==> config.mk <==
export PLATFORM = sky130hd
export DESIGN_NAME = seven_segment_scan_flat
export DESIGN_NICKNAME = d
export VERILOG_FILES = /design/src/rtl/seven_segment_scan_if.sv /design/src/rtl/seven_segment_scan.sv /design/src/flat_wrapper.sv
export SDC_FILE = /design/constraint.sdc
export NUM_CORES = 1
export LEC_CHECK = 0
export ABC_CLOCK_PERIOD_IN_PS = 4000
export BUFFER_PORTS_ARGS = -buffer_cell sky130_fd_sc_hd__buf_2
export CORE_MARGIN = 2
export CORE_UTILIZATION = 42
export CTS_BUF_LIST = sky130_fd_sc_hd__clkbuf_4 sky130_fd_sc_hd__clkbuf_8 sky130_fd_sc_hd__clkbuf_16
export CTS_CLUSTER_SIZE = 16
export DETAILED_ROUTE_END_ITERATION = 10
export SYNTH_ARGS = -nofsm -noshare
export SYNTH_HDL_FRONTEND = slang
export SYNTH_SLANG_ARGS = --single-unit
==> constraint.sdc <==
create_clock -name clk -period 4 [get_ports clk]
set_input_delay 0.2 -clock clk [delete_from_list [all_inputs] [get_ports clk]]
set_output_delay 0.2 -clock clk [all_outputs]
set_load 0.1 [all_outputs]
==> src/rtl/seven_segment_scan_if.sv <==
// Display driver bundle: glyph/attribute inputs from control logic and
// registered segment/anode outputs toward the board pins.
interface seven_segment_scan_if #(
    parameter int DIGITS = 4
);
    logic [4*DIGITS-1:0] nums;
    logic [DIGITS-1:0]   dp;
    logic [DIGITS-1:0]   blank;
    logic [DIGITS-1:0]   blink;
    logic [6:0]          display;
    logic                dot;
    logic [DIGITS-1:0]   digit;
    logic                frame_done;

    modport master (
        output nums, dp, blank, blink,
        input  display, dot, digit, frame_done
    );

    modport slave (
        input  nums, dp, blank, blink,
        output display, dot, digit, frame_done
    );
endinterface

==> src/rtl/seven_segment_scan.sv <==
// Multiplexed common-anode N-digit 7-segment driver with frame-synchronous
// shadow registers, per-digit dp/blank/blink and a frame_done pulse.
module seven_segment_scan #(
    parameter int DIGITS     = 4,
    parameter int DIV_BITS   = 16,
    parameter int BLINK_BITS = 6
) (
    input  logic                 clk,
    input  logic                 rst,
    seven_segment_scan_if.slave  bus
);
    localparam int IW = (DIGITS > 1) ? $clog2(DIGITS) : 1;
    localparam logic [IW-1:0] LAST = IW'(DIGITS - 1);

    logic [DIV_BITS-1:0]   div_q, div_d;
    logic [IW-1:0]         idx_q, idx_d;
    logic [BLINK_BITS-1:0] blk_q, blk_d;
    logic [4*DIGITS-1:0]   gly_q, gly_d;
    logic [DIGITS-1:0]     sdp_q, sdp_d;
    logic [DIGITS-1:0]     sbl_q, sbl_d;
    logic [DIGITS-1:0]     sbk_q, sbk_d;
    logic [6:0]            seg_q, seg_d;
    logic                  dot_q, dot_d;
    logic [DIGITS-1:0]     dig_q, dig_d;
    logic                  fd_q, fd_d;

    logic       tick;
    logic       frame_start;
    logic [3:0] glyph;
    logic       dark;

    function automatic logic [6:0] decode(input logic [3:0] g);
        logic [6:0] s;
        unique case (g)
            4'h0: s = 7'b1000000;
            4'h1: s = 7'b1111001;
            4'h2: s = 7'b0100100;
            4'h3: s = 7'b0110000;
            4'h4: s = 7'b0011001;
            4'h5: s = 7'b0010010;
            4'h6: s = 7'b0000010;
            4'h7: s = 7'b1111000;
            4'h8: s = 7'b0000000;
            4'h9: s = 7'b0010000;
            4'hA: s = 7'b0001000;
            4'hB: s = 7'b0000011;
            4'hC: s = 7'b1000110;
            4'hD: s = 7'b0100001;
            4'hE: s = 7'b0111111;
            default: s = 7'b1111111;
        endcase
        return s;
    endfunction

    // Next-state: divider, scan index, frame reload with bypass, and outputs
    always_comb begin
        div_d       = div_q + DIV_BITS'(1);
        tick        = &div_q;
        frame_start = tick && (idx_q == LAST);
        idx_d       = idx_q;
        blk_d       = blk_q;
        gly_d       = gly_q;
        sdp_d       = sdp_q;
        sbl_d       = sbl_q;
        sbk_d       = sbk_q;
        seg_d       = seg_q;
        dot_d       = dot_q;
        dig_d       = dig_q;
        fd_d        = 1'b0;
        glyph       = 4'hF;
        dark        = 1'b1;
        if (tick) begin
            idx_d = (idx_q == LAST) ? '0 : idx_q + IW'(1);
            // New frame: latch inputs; digit 0 decodes from them directly
            if (frame_start) begin
                gly_d = bus.nums;
                sdp_d = bus.dp;
                sbl_d = bus.blank;
                sbk_d = bus.blink;
                blk_d = blk_q + BLINK_BITS'(1);
                fd_d  = 1'b1;
            end
            glyph = gly_d[{idx_d, 2'b00} +: 4];
            dark  = sbl_d[idx_d] || (sbk_d[idx_d] && blk_d[BLINK_BITS-1]);
            dig_d = ~(DIGITS'(1) << idx_d);
            seg_d = dark ? 7'b1111111 : decode(glyph);
            dot_d = dark ? 1'b1 : ~sdp_d[idx_d];
        end
    end

    // State and output registers, async active-low reset
    always_ff @(posedge clk or negedge rst) begin
        if (!rst) begin
            div_q <= '0;
            idx_q <= LAST;
            blk_q <= '0;
            gly_q <= '1;
            sdp_q <= '0;
            sbl_q <= '0;
            sbk_q <= '0;
            seg_q <= 7'b1111111;
            dot_q <= 1'b1;
            dig_q <= '1;
            fd_q  <= 1'b0;
        end else begin
            div_q <= div_d;
            idx_q <= idx_d;
            blk_q <= blk_d;
            gly_q <= gly_d;
            sdp_q <= sdp_d;
            sbl_q <= sbl_d;
            sbk_q <= sbk_d;
            seg_q <= seg_d;
            dot_q <= dot_d;
            dig_q <= dig_d;
            fd_q  <= fd_d;
        end
    end

    assign bus.display    = seg_q;
    assign bus.dot        = dot_q;
    assign bus.digit      = dig_q;
    assign bus.frame_done = fd_q;
endmodule
==> src/flat_wrapper.sv <==
// flat-port wrapper written by rule: the top's interface ports become plain ports
module seven_segment_scan_flat 
#(
    parameter int DIGITS     = 4,
    parameter int DIV_BITS   = 16,
    parameter int BLINK_BITS = 6
)
  (clk, rst, bus_nums, bus_dp, bus_blank, bus_blink, bus_display, bus_dot, bus_digit, bus_frame_done);
  seven_segment_scan_if #(.DIGITS(DIGITS)) bus_i ();
  input  logic clk;
  input  logic rst;
  input wire logic [$bits(bus_i.nums)-1:0] bus_nums;
  input wire logic [$bits(bus_i.dp)-1:0] bus_dp;
  input wire logic [$bits(bus_i.blank)-1:0] bus_blank;
  input wire logic [$bits(bus_i.blink)-1:0] bus_blink;
  output wire logic [$bits(bus_i.display)-1:0] bus_display;
  output wire logic [$bits(bus_i.dot)-1:0] bus_dot;
  output wire logic [$bits(bus_i.digit)-1:0] bus_digit;
  output wire logic [$bits(bus_i.frame_done)-1:0] bus_frame_done;
  assign bus_i.nums = bus_nums;
  assign bus_i.dp = bus_dp;
  assign bus_i.blank = bus_blank;
  assign bus_i.blink = bus_blink;
  assign bus_display = bus_i.display;
  assign bus_dot = bus_i.dot;
  assign bus_digit = bus_i.digit;
  assign bus_frame_done = bus_i.frame_done;
  seven_segment_scan #(.DIGITS(DIGITS), .DIV_BITS(DIV_BITS), .BLINK_BITS(BLINK_BITS)) u_core (.clk(clk), .rst(rst), .bus(bus_i));
endmodule
# Yosys cells after proc, flatten, opt, wreduce, memory -nomap -nowiden
# Memory sizes are Yosys's and may differ from the RTL's.
# Index checks and enable logic that the tools add are counted.
# word_totals
out_inout_bits	13
rom_bits	112
reg_bits	65
mem_count	1
# memory_table
name	words	word_bits	read_ports	rd_ports_with_merged_regs	write_ports	line_no	text
(no name shown)	16	7	1	0	0	seven_segment_scan.sv:34	unique case (g)
# op_classes
bitwise_logic	2
order_cmp	1
n_shift	2
muxes	21
n_reduce_logical	5
eq_ne	2
add_sub_neg	3
# op_table
cell	n
$mux W16	2
$mux W4	6
$reduce_and A17 Y1	1
$add A16 B1 Y16 const B	1
$reduce_and A16 Y1	1
$shiftx A16 B5 Y4	1
$mux W6	2
$mux W7	1
$add A6 B1 Y6 const B	1
$bmux W1 S2	3
$mux W1	6
$not A4 Y4	1
$shl A1 B2 Y4 const A	1
$lt A2 B3 Y1 const B	1
$add A2 B1 Y2 const B	1
$eq A2 B2 Y1 const B	1
$logic_and A1 B1 Y1	2
$mux W2	1
$ne A2 B2 Y1 const B	1
$logic_or A1 B1 Y1	1
$not A1 Y1	1

# Logic depth before layout (Yosys ltp)
# Gate-level depths: netlist (run 1).
# logic_depth
depth_word	9
ltp_mapped	13
ltp_nobuf	11

# Worst setup path before layout (run 1)
# Ideal clock, no wire load.
# synth_path
path_kind	reg2reg
from	register u_core.idx_q[0]
to	register u_core.seg_q[6], in the netlist u_core.bus.display[6]
setup_slack_ns	0.966
setup_ns	0.077
t_arrival_ns	2.957
n_path_buf	2
required_ns	3.923
path_stages_with_launch	12
synth_period_minus_slack_ns	3.034
cell_sequence	dfstp_2 > ha_1 > nand4_1 > or4_4 > buf_6 > clkinv_2 > buf_6 > mux2_2 > o32a_1 > ha_1 > or3_1 > a31oi_1
# synth_via
elab_chain_cells	9
# synth_rtl
item	line_no	text
start, declared	seven_segment_scan.sv:16	logic [IW-1:0] idx_q, idx_d;
start signal, assigned	seven_segment_scan.sv:107	idx_q <= idx_d;
parallel branches: the longest is 8 deep, another holds $mem_v2 Z16 W7	n/a	
$mux W7 (*)	seven_segment_scan.sv:86	seg_d = dark ? 7'b1111111 : decode(glyph);
end signal, assigned	seven_segment_scan.sv:113	seg_q <= seg_d;
end, declared	seven_segment_scan.sv:22	logic [6:0] seg_q, seg_d;
# Mark *: on every way between the ends. The select of a mux whose other input is x is not followed.
# A chain may end at the register's enable or synchronous reset.

# Worst setup path after layout (run 1)
# layout_path
from	register u_core.idx_q[0]
to	register u_core.seg_q[3], in the netlist u_core.bus.display[3]
# The elaborated chain is that of the path after synthesis.

==> metrics.yaml, run 1 <==
grt_pass1_wl_um: 11600
crit_type: "reg2reg"
dp_cells: 449
maxSlewHeadroom_pct: 29.4
clock_path_buffers: 2
core_sq_um: 7810
firstDrtPassIters: 4
max_freq_mhz: 300
synth-main-ff-cell: "dfrtp_1"
cp-start-kind: "flip-flop"
initial_core_util_pct: 43.8
tightest_slew_ns: 1.06
avgSynthCellArea_sq_um: 10.9
power_w: 0.00125
die_h_um: 94.2
port_buffers: 42
vdd_drop_max_uv: 176
finalCritPeriodShare_pct: 83.3
syn_to_final_growth_pct: 13.8
min_period_ns: 3.33
num_vias: 2424
finalSetupViolCount: 0
clk_latency_ns: 0.34
skew_ns: 0.00915
maxCapViolations: 0
ys_warn_count: 0
routed_wl_um: 6880
dp_hpwl_um: 4900
power.density_nw_per_um2: 322
ys_seq_area_share_pct: 48.7
cp-end-kind: "flip-flop"
overflow: 0
grt_antenna_before_repair: 0
grt_setup_unrepaired: "no"
num_antenna_cells: 0
io_pins: 43
final_nets: 401
critPathArrivalTime_ns: 3.60
rows: 32
worstPathRequired_ns: 4.26
grt_max_degree: 50
drtIter0Drc: 95
synth_edf_count: 0
hold_viol: 0
synthArstFlopShare_pct: 100
setup_tns_ns: 0
synth_area_leaders: "dfrtp_1 26%, dfstp_2 23%, mux2_2 11%, ha_1 4.8%, nand2_1 3.5%"
path_clk_slew_ns: 0.07
final_cells: 465
syn_area_sq_um: 3420
drive_gt1_share_pct: 38.3
root_buffer: "clkbuf_8"
postSynthRegisterBits: 65
n_fill_cell: 718
syn_inst: 313
synth_cell_types: 53
ant_nets: 0
gp_congestion: 0.789
wl_per_cell_um: 14.8
cts_made_buffers: 9
die_w_um: 94.2
cts_max_level: 3
cts_sinks: 65
p_leak_nw: 1.72
synth_top_area_share_pct: 25.6
drc: 0
grt_pass1_vias: 2355
cts_setup_buffers: 0
grt_usage_pct: 17.2
syn_nets: 356
ctsResizeCount: 0
holdBufCountCts: 0
slew_viol_final: 0
min_path_type: "in2async"
path_max_fanout: 12
yosys.area.top_type: "dfrtp_1"
status: "finished, final reports clean"
cts_tree: "built"
vias_per_cell: 5.21
die_area_sq_um: 8870
-- area by class of cell --
type,count,area (sq um),area share [%]
Clock inverter,4,20.0,0.515
Inverter,11,42.5,1.09
Timing Repair Buffer,46,240,6.18
Clock buffer,12,153,3.93
Multi-Input combinational cell,225,1640,42.2
Sequential cell,65,1660,42.8
Tap cell,102,128,3.28
-- cells in the mapped netlist (6+ instances only) --
| cell type | n |
|---|---|
| mux2_2 | 34 |
| ha_1 | 13 |
| nand2_1 | 32 |
| a31oi_1 | 6 |
| nor3_1 | 8 |
| xor2_1 | 7 |
| nand3_1 | 8 |
| xnor2_1 | 9 |
| dfstp_2 | 30 |
| clkbuf_1 | 7 |
| inv_1 | 10 |
| dfrtp_1 | 35 |
| a21oi_1 | 6 |
| o21ai_0 | 16 |
| nor2_1 | 27 |
-- report_power, final --
group / switching [W] / internal (W) / total [W]
clock: 0.000244 / 0.000252 / 0.000495
combinational: 0.0000396 / 0.0000345 / 0.0000741
sequential: 0.00000683 / 0.000676 / 0.000683
-- worst max-delay path, cell delays in order (launching register included) --
cell and delay [ns]:
dfstp_2 0.66, ha_1 0.22, nand4_1 0.12, or4_4 0.44, clkinv_2 0.18, mux2_2 0.37
o32ai_1 0.58, o221ai_1 0.30, a21o_1 0.22, a31oi_1 0.16
-- state kept, by name (all words and copies together) (netlist names), 2 cells and up --
signal / cells
u_core.gly_q: 16
u_core.bus.digit: 4
u_core.bus.display: 7
u_core.sbl_q: 4
u_core.blk_q: 6
u_core.sbk_q: 4
u_core.div_q: 16
u_core.idx_q: 2
u_core.sdp_q: 4
-- per-layer routing --
metal / global-route usage (%) / routed length [um] / up-vias
met5: 0 / 0 / -
met4: 7.61 / 116 / 0
met3: 3.13 / 202 / 8
met2: 24.6 / 3040 / 45
met1: 25.2 / 3520 / 1162
li1: - / - / 1209
-- worst paths after layout --
kind / from / endpoint / slack [ns] / cells past startpoint
max in group asynchronous: rst / u_core.gly_q[11] / 3.05 / 2
max: u_core.idx_q[0] / u_core.bus.display[3] / 0.67 / 9
min in group clk: bus_nums[14] / u_core.gly_q[14] / 0.09 / 2
max reg2reg: u_core.idx_q[0] / u_core.bus.display[3] / 0.67 / 9
min: rst / u_core.blk_q[2] / 0.06 / 1
min reg2reg: u_core.bus.digit[1] / u_core.bus.digit[1] / 0.49 / 2
-- kinds of logic (layout without fill, tap and decap cells) --
kind of cell / Yosys count / after routing / share of synthesized area (%)
simple gates: 103 / 103 / 14.8
buf+inv: 23 / 73 / 3.30
xor+xnor: 16 / 16 / 4.10
fa+ha+maj: 13 / 13 / 4.76
compound gates: 55 / 55 / 11.4
mux: 38 / 38 / 12.9
flops: 65 / 65 / 48.7
-- placed cells by master, fill, tap and decap left out, types with 2 or more instances in the layout --
cell type,netlist,layout
nand4_1,5,5
nand2b_1,3,3
dfstp_2,30,30
a21o_1,5,5
nand3_1,8,8
a21oi_1,6,6
mux2i_1,2,2
xnor2_1,9,9
a311oi_1,2,2
inv_1,10,10
dfrtp_1,35,35
ha_1,13,13
or3_1,3,3
nor2_1,27,27
o211ai_1,2,2
nand2_1,32,32
a31oi_1,6,6
a41oi_1,2,2
clkinv_2,1,5
xor2_1,7,7
or2_2,2,2
mux2_2,34,34
clkbuf_4,0,2
clkbuf_8,0,10
and3_1,2,2
buf_4,0,4
buf_2,1,42
a211oi_1,3,3
o21ai_0,16,16
and4_1,5,5
nor3_1,8,8
and2_1,2,2
-- stage by stage --
stage / instance area [sq um] / utilization (%) / setup slack (ns) / hold slack (ns)
3_5_place_dp: 3710 / 47.6 / 0.728 / 0.437
2_1_floorplan: 3420 / - / 0.966 / -0.0956
3_3_place_gp: 3710 / 47.6 / 0.824 / 0.432
5_1_grt: 3890 / 49.8 / 0.483 / 0.0801
4_1_cts: 3890 / 49.8 / 0.673 / 0.0795
6_report: 3890 / 49.8 / 0.668 / 0.0587
Power figures use the tool's default switching activity.
==> inputs of run 2 (changes only) <==
ABC_CLOCK_PERIOD_IN_PS = 2940   (was 4000)
clock period = 2.94 ns   (was 4 ns; I/O delays follow)
==> run 2 against run 1 <==
Net effect:
- cell count grew 3.7%
- combinational power grew 58%
- clock skew shrank 0.0030 ns
- sequential share of layout area shrank 3.1 points
- clock power grew 86%
- final area grew 7.9%
- die area is the same
- critical endpoint is now u_core.bus.display[6]
- largest power group unchanged
==> metrics.yaml, run 2 (synthesis gave the netlist of run 1 again) <==
die_w_um: 94.2  # unchanged
cts_made_buffers: 9  # unchanged
num_antenna_cells: 0  # unchanged
dpl_cell_area_sq_um: 3820  # +2.8%
tightest_slew_ns: 1.10  # +0.0456 ns
drc: 0  # unchanged
maxSlewHeadroom_pct: 26.4  # -3.0 points
ant_nets: 0  # unchanged
grt_setup_unrepaired: "yes"
max_freq_mhz: 345  # +15%
firstDrtPassIters: 4  # unchanged
layout_common_cells: "42 x buf_2, 35 x dfrtp_1, 33 x mux2_2, 32 x nand2_1, 30 x dfstp_2"
overflow: 0  # unchanged
cp-endpoint: "u_core.bus.display[6]"
mostFrequentLayoutCell: "buf_2"
wl_met1_um: 3430  # -2.6%
vias_per_cell: 5.31  # +1.9%
initial_core_util_pct: 43.8  # unchanged
die_h_um: 94.2  # unchanged
post-route-util_pct: 53.7  # +3.9 points
wl_per_cell_um: 15.1  # +1.9%
clk_latency_ns: 0.34  # about the same
io_pins: 43  # unchanged
rrSetupSlack_ns: 0.04  # -0.62 ns
hold_viol: 0  # unchanged
die_area_sq_um: 8870  # unchanged
routed_wl_um: 7260  # +5.6%
critPathArrivalTime_ns: 3.17  # -0.43 ns
worstPathRequired_ns: 3.21  # -1.05 ns
path_max_fanout: 8  # -4
p_leak_nw: 1.84  # +6.7%
status: "finished, final reports clean"
path_clk_slew_ns: 0.07  # about the same
maxCapViolations: 0  # unchanged
stdcell_area_sq_um: 4190  # +7.9%
r2r_cells: 8  # -1
min_period_ns: 2.90  # -0.436 ns
final_cells: 482  # +3.7%
drive_gt1_share_pct: 43.4  # +5.1 points
min_path_type: "in2async"
grt_usage_pct: 17.6  # +0.43 points
power_w: 0.00196  # +57%
finalCritPeriodShare_pct: 98.5  # +15 points
port_buffers: 42  # unchanged
reg2reg_from: "u_core.idx_q[1]"
rows: 32  # unchanged
grt_pass1_vias: 2465  # +4.7%
n_fill_cell: 708  # -1.4%
crit_start: "u_core.idx_q[1]"
cp-start-kind: "flip-flop"
gp_congestion: 0.795  # +0.81%
cts_sinks: 65  # unchanged
crit_type: "reg2reg"
clock_path_buffers: 2  # unchanged
cp-end-kind: "flip-flop"
num_vias: 2561  # +5.7%
grt_max_degree: 50  # unchanged
core_sq_um: 7810  # unchanged
highest_layer: "met4"
root_buffer: "clkbuf_8"
drtIter0Drc: 86  # -9.5%
r2r-end: "u_core.bus.display[6]"
syn_to_final_growth_pct: 22.7
final_nets: 418  # +4.2%
dp_cells: 463  # +3.1%
wl_met3_um: 277  # +37%
dp_hpwl_um: 5140  # +4.9%
holdBufCountCts: 0  # unchanged
slew_viol_final: 0  # unchanged
cts_max_level: 3  # unchanged
skew_ns: 0.00617  # -0.00298 ns
met2WireLength_um: 3440  # +13%
finalSetupViolCount: 0  # unchanged
power.density_nw_per_um2: 468  # +45%
grt_pass1_wl_um: 12000  # +2.8%
vdd_drop_max_uv: 331  # +88%
grt_antenna_before_repair: 0  # unchanged
cts_tree: "built"
setup_tns_ns: 0  # unchanged
==> run 2: cell count changes in the layout (fill, tap and decap cells not counted), sizes merged <==
cell,change
inv,+1
clkinv,-3
clkinvlp,+2
bufinv,+3
clkbuf,-3
buf,+17
==> run 2: repair_timing <==
item | 4_1_cts | 5_1_grt
setup buffers | 0 | 3
endpoints found under the setup margin | 0 | 6
gates resized for setup | 0 | 20
==> run 2: power breakdown <==
group	switching, W	internal [W]
logic	0.0000603	0.0000570
registers	0.00000919	0.000920
clock network	0.000356	0.000562
==> run 2: worst min-delay path by stage <==
stage	depth (start not counted)	slack (ns)	start	to
floorplan	0	-0.15	rst	u_core.blk_q[0]
CTS	2	0.01	bus_nums[5]	u_core.gly_q[5]
finish	1	0.01	rst	u_core.blk_q[3]
global route	2	0.02	bus_blink[1]	u_core.sbk_q[1]
global placement	2	0.38	bus_nums[4]	u_core.gly_q[4]
detailed placement	2	0.38	bus_nums[5]	u_core.gly_q[5]
==> run 2: layout make-up <==
cell class / instances / area [sq um] / area share (%)
inverters: 11 / 48.8 / 1.16
clock inverters: 7 / 119 / 2.83
well taps: 102 / 128 / 3.04
repair buffers: 63 / 375 / 8.95
flip-flops and latches: 65 / 1660 / 39.7
multi-input cells: 225 / 1740 / 41.4
clock buffers: 9 / 124 / 2.95
==> run 2: layer usage <==
layer  track usage, %  vias up
met4             7.25        0
li1                 -     1247
met1             23.9     1256
met5                0        -
met3             4.17       10
met2             27.0       48
==> run 2: critical path, cell delays in order (launching register included) <==
cell and delay (ns):
dfstp_2 0.57, ha_4 0.14, nand4_1 0.11, or4_4 0.58
inv_6 0.10, mux2_2 0.36, o32a_4 0.41, or3_1 0.38
a31oi_1 0.17
==> run 2: stage by stage <==
step                      setup slack, ns  hold slack [ns]
final                              0.0445           0.0136
after global routing              -0.0416           0.0188
after CTS                          0.0458           0.0105
after detailed placement           0.0660            0.383
after global placement              0.146            0.381
after floorplan                   -0.0939           -0.149
